===== src/rtl/regfile_scoreboard.sv =====
// Integer register file with two combinational read ports, one write port,
// a per-register busy scoreboard for in-flight producers and write-to-read bypass.
module regfile_scoreboard #(
   parameter int XLEN     = 32,
   parameter int AW       = 5,
   parameter bit ZERO_REG = 1'b1,
   parameter bit BYPASS   = 1'b1
) (
   input  logic            clk,
   input  logic            rst_n_i,
   input  logic [AW-1:0]   rs1_i,
   input  logic [AW-1:0]   rs2_i,
   output logic [XLEN-1:0] rs1_dat_o,
   output logic [XLEN-1:0] rs2_dat_o,
   output logic            rs1_busy_o,
   output logic            rs2_busy_o,
   input  logic            wr_en_i,
   input  logic [AW-1:0]   rd_i,
   input  logic [XLEN-1:0] rd_dat_i,
   input  logic            iss_en_i,
   input  logic [AW-1:0]   iss_rd_i,
   output logic            stall_o,
   output logic [AW:0]     busy_cnt_o
);

   localparam int NREG = 2 ** AW;

   logic [XLEN-1:0] regs [NREG];
   logic [NREG-1:0] busy;
   logic [NREG-1:0] busy_nxt;
   logic [AW:0]     cnt_nxt;
   logic            wr_live;
   logic            iss_rd_busy;
   logic            accept;

   function automatic logic is_zero(input logic [AW-1:0] r);
      return ZERO_REG && (r == '0);
   endfunction

   // A write to a hardwired-zero register is dropped entirely.
   assign wr_live = wr_en_i && !is_zero(rd_i);

   // Read data: forwarded writeback beats the stored value; reset forces zero.
   always_comb begin
      rs1_dat_o = regs[rs1_i];
      if (BYPASS && wr_live && (rd_i == rs1_i))
         rs1_dat_o = rd_dat_i;
      if (is_zero(rs1_i) || !rst_n_i)
         rs1_dat_o = '0;
   end

   always_comb begin
      rs2_dat_o = regs[rs2_i];
      if (BYPASS && wr_live && (rd_i == rs2_i))
         rs2_dat_o = rd_dat_i;
      if (is_zero(rs2_i) || !rst_n_i)
         rs2_dat_o = '0;
   end

   // A same-cycle writeback to the register hides its pending busy bit.
   always_comb begin
      rs1_busy_o  = busy[rs1_i] && !(BYPASS && wr_en_i && (rd_i == rs1_i));
      rs2_busy_o  = busy[rs2_i] && !(BYPASS && wr_en_i && (rd_i == rs2_i));
      iss_rd_busy = busy[iss_rd_i] && !(BYPASS && wr_en_i && (rd_i == iss_rd_i));
      if (is_zero(rs1_i))
         rs1_busy_o = 1'b0;
      if (is_zero(rs2_i))
         rs2_busy_o = 1'b0;
      if (is_zero(iss_rd_i))
         iss_rd_busy = 1'b0;
   end

   assign stall_o = iss_en_i && (rs1_busy_o || rs2_busy_o || iss_rd_busy);
   assign accept  = iss_en_i && !stall_o;

   // Setting wins over clearing so a new producer issued in the same cycle
   // as the old one's writeback keeps the register busy.
   always_comb begin
      busy_nxt = busy;
      cnt_nxt  = '0;
      for (int r = 0; r < NREG; r++) begin
         if (accept && (iss_rd_i == AW'(r)) && !is_zero(AW'(r)))
            busy_nxt[r] = 1'b1;
         else if (wr_en_i && (rd_i == AW'(r)))
            busy_nxt[r] = 1'b0;
         cnt_nxt = cnt_nxt + (AW + 1)'(busy_nxt[r]);
      end
   end

   always_ff @(posedge clk or negedge rst_n_i) begin
      if (!rst_n_i) begin
         busy       <= '0;
         busy_cnt_o <= '0;
      end else begin
         busy       <= busy_nxt;
         busy_cnt_o <= cnt_nxt;
      end
   end

   always_ff @(posedge clk or negedge rst_n_i) begin
      if (!rst_n_i) begin
         for (int r = 0; r < NREG; r++)
            regs[r] <= '0;
      end else if (wr_live) begin
         regs[rd_i] <= rd_dat_i;
      end
   end

endmodule


===== config.mk =====
export PLATFORM = sky130hd
export DESIGN_NAME = regfile_scoreboard
export DESIGN_NICKNAME = d
export VERILOG_FILES = /design/src/rtl/regfile_scoreboard.sv
export SDC_FILE = /design/constraint.sdc
export NUM_CORES = 2
export LEC_CHECK = 0
export CELL_PAD_IN_SITES_DETAIL_PLACEMENT = 0
export CELL_PAD_IN_SITES_GLOBAL_PLACEMENT = 1
export CORE_AREA = 4 4 425 427
export CTS_CLUSTER_SIZE = 40
export DETAILED_ROUTE_END_ITERATION = 10
export DIE_AREA = 0 0 429 431
export GPL_ROUTABILITY_DRIVEN = 0
export PLACE_DENSITY = 0.57
export SETUP_SLACK_MARGIN = 0.15
export SLEW_MARGIN = 20
export SYNTH_ARGS = -nofsm -noshare
export SYNTH_HDL_FRONTEND = slang
export SYNTH_SLANG_ARGS = --single-unit

===== constraint.sdc =====
create_clock -name clk -period 8.6 [get_ports clk]
set_input_delay 0.86 -clock clk [delete_from_list [all_inputs] [get_ports clk]]
set_output_delay 0.86 -clock clk [all_outputs]
set_load 0.005 [all_outputs]

==> results.sh <==
export IMPL_status="finished clean"
export IMPL_postCtsHoldBufs=0
export IMPL_rows=154
export IMPL_arrival_ps=7990
export IMPL_critPathMostFrequentCell="fa_1"
export IMPL_powerDensity_mw_per_mm2=241.5
export IMPL_fin_area_sq_mm=0.06600
export IMPL_wl_um=188000
export IMPL_final_common_cell="dfrtp_1"
export IMPL_syn_avg_cell_area_sq_um=15.23
export IMPL_mostFrequentLayoutCells="1062 x dfrtp_1, 930 x mux2_2, 657 x mux4_2"
export IMPL_max_freq_mhz=136.0
export IMPL_grt_pass1_wl_um=276500
export IMPL_cpMaxStageDelayCell="clkdlybuf4s50_1"
export IMPL_die_h_um=431
export IMPL_ys_seq_elements=1062
export IMPL_rsz0062_at_grt="false"
export IMPL_synth_cells=3814
export IMPL_ys_warn_count=0
export IMPL_ys_seq_area_share_pct=45.76
export IMPL_cp_start_kind="input pin"
export IMPL_cts_tree="yes"
export IMPL_cts_resized=0
export IMPL_ys_async_sr_fraction_pct=100.0
export IMPL_crit_type="in -> reg"
export IMPL_clkPwrFrac_pct=34.1
export IMPL_fin_skew_ps=13.76
export IMPL_area_delta_synth_final_pct=13.63
export IMPL_use_met1_pct=28.70
export IMPL_viasPerCell=5.659
export IMPL_crit_required_ps=9240
export IMPL_path_clk_slew_ps=60
export IMPL_synth_edff_count=0
export IMPL_detailed_place_hpwl_um=104300
export IMPL_p_leak_nw=27.88
export IMPL_grt_use_met2_pct=33.21
export IMPL_post_drt_wl_per_cell_um=30.34
export IMPL_ant_nets=0
export IMPL_netlist_area_sq_mm=0.05808
export IMPL_period_share_pct=85.49
export IMPL_cts_sinks=1062
export IMPL_busiest_layer="met2"
export IMPL_post_cts_buffers=0
export IMPL_antenna_found_initial=5
export IMPL_initial_core_util_pct=32.98
export IMPL_layout_drive_gt1_share_pct=51.26
export IMPL_clk_latency_ps=720
export IMPL_htreeDepth=3
export IMPL_ir_drop_mv=0.1584
export IMPL_coreArea_sq_mm=0.1761
export IMPL_via_count=35070
export IMPL_drv_cap=0
export IMPL_filler_cell_count=16640
export IMPL_min_period_ps=7352
export IMPL_place_area_sq_mm=0.06184
export IMPL_fin_setup_tns_ps=0
export IMPL_synth_flop_cell="dfrtp_1"
export IMPL_crit_path_max_fanout=15
export IMPL_synth_cell_types=56
export IMPL_utilization_pct=37.47
export IMPL_cts_root_buffer="clkbuf_16"
export IMPL_p_int_mw=11.47
export IMPL_cts_max_path_buffers=3
export IMPL_synth_nets=3901
export IMPL_seqPwrFrac_pct=41.7
export IMPL_port_buffer_count=128
export IMPL_cp_end_kind="register"
export IMPL_drc_errors=0
export IMPL_grtUsageTotal_pct=20.37
export IMPL_finalHoldViolCount=0
export IMPL_max_stage_delay_ps=740
export IMPL_setup_viol=0
export IMPL_grt_use_met3_pct=3.032
export IMPL_grt_max_degree=142
export IMPL_switching_share_pct=28.01
export IMPL_layout_nets=3838
export IMPL_drtIter0Drc=2639
export IMPL_fp_dieArea_sq_mm=0.1849
export IMPL_gr_total_overflow=0
export IMPL_total_power_mw=15.94
export IMPL_numCtsBuffers=120
export IMPL_max_slew_worst_pin_slew_ps=1126
export IMPL_io_pin_count=129
export IMPL_cp_cell_sequence="clkdlybuf4s50_1 -> nor2_1 -> a221oi_1 -> o21ai_0 -> a2111oi_2 -> or2_1 -> o31ai_1 -> fa_1 -> inv_1 -> fa_1 -> inv_1 -> fa_1 -> inv_1 -> fa_1 -> inv_1 -> fa_1 -> inv_1 -> fa_1 -> inv_1 -> ha_1 -> fa_1 -> a21o_1 -> a21oi_1 -> xnor2_1"
export IMPL_slew_viol_final=0
export IMPL_max_slew_margin_pct=24.92
export IMPL_combPwrFrac_pct=24.2
export IMPL_switching_power_mw=4.464
export IMPL_die_x_um=429
export IMPL_drt_first_pass_iters=5
export IMPL_hold_path_class="in -> async"
export IMPL_grt_pass1_vias=37380
registers in the layout, indices dropped and copies added, names as in the netlist:
register    cells
busy           32
regs         1024
busy_cnt_o      6
path summary, 6_finish.rpt:
kind	start	to	slack [ps]	cells after the start
max	rs1_i[2]	busy_cnt_o[4]$_DFF_PN0_	1250	24
min	rst_n_i	busy[2]$_DFF_PN0_	100	1
max reg2reg	busy[14]$_DFF_PN0_	busy_cnt_o[4]$_DFF_PN0_	1530	24
min reg2reg	regs[1021]$_DFFE_PN0P_	regs[1021]$_DFFE_PN0P_	400	0
max in group asynchronous	rst_n_i	regs[1005]$_DFFE_PN0P_	4840	6
min in group clk	regs[1021]$_DFFE_PN0P_	regs[1021]$_DFFE_PN0P_	400	0
per-layer routing:
metal,vias up,wire (um)
met5,-,0
met4,0,4201
met3,207,8491
met2,835,90480
met1,19470,84820
li1,14560,-
power groups by stage:
stage / registers [mW] / clock network, mW / logic [mW]
finish: 6.65 / 5.43 / 3.86
global route: 6.77 / 5.78 / 4.26
CTS: 6.63 / 5.57 / 3.94
detailed placement: 6.72 / 0 / 3.93
global placement: 6.67 / 0 / 3.88
floorplan: 6.48 / 0 / 2.93
per-stage QoR:
step                      hold slack (ps)  setup WS (ps)  std cells
after CTS                           79.20           1272       6192
after global routing                134.9          867.3       6194
after detailed placement            383.3          507.8       5968
final                               98.15           1248       6197
after floorplan                     441.3           1234       3814
after global placement              376.5          498.7       5968
synth_stat cells, drive strengths merged (8+ instances only):
cell type | instances | area, sq um
nor2b | 13 | 81.33
o21ai | 13 | 65.06
a32o | 9 | 90.09
nor2 | 100 | 377.9
a211oi | 64 | 480.5
mux2 | 931 | 10480
dfrtp | 1062 | 26580
clkbuf | 313 | 1175
mux2i | 75 | 750.7
xor2 | 13 | 113.9
mux4 | 657 | 14800
inv | 37 | 138.9
nand2b | 10 | 62.56
o31a | 12 | 105.1
o31ai | 21 | 157.7
nand2 | 256 | 960.9
nor3 | 8 | 40.04
fa | 24 | 480.5
buf | 118 | 528.0
worst max-delay path: cells and delay by family:
kind	cells	cell delay, ps
buffers and inverters	7	1040
XOR/XNOR	1	130
adder cells (fa/ha/maj)	8	3670
AO/OA/AOI/OAI	6	1590
AND/OR/NAND/NOR	2	680
logic make-up (layout without fill, tap and decap cells):
group / Yosys count / in the layout / share of synthesized area, %
adder cells (fa/ha/maj): 31 / 31 / 0.9780
AND/OR/NAND/NOR: 421 / 421 / 2.992
flip-flops: 1062 / 1062 / 45.76
buffers and inverters: 469 / 508 / 3.177
AO/OA/AOI/OAI: 150 / 150 / 2.008
XOR/XNOR: 18 / 18 / 0.2714
multiplexers: 1663 / 1663 / 44.82
other: 0 / 4 / 0
cell type report:
class / instances / area, sq um / area share (%)
Clock inverter: 58 / 726.9 / 1.102
Antenna cell: 4 / 10.01 / 0.01517
Sequential cell: 1062 / 26580 / 40.27
Tap cell: 2340 / 2928 / 4.436
Inverter: 38 / 147.6 / 0.2237
Multi-Input combinational cell: 2283 / 29930 / 45.35
Timing Repair Buffer: 246 / 2245 / 3.401
Clock buffer: 166 / 3437 / 5.208
No activity file was read; power rests on OpenSTA's default activity.
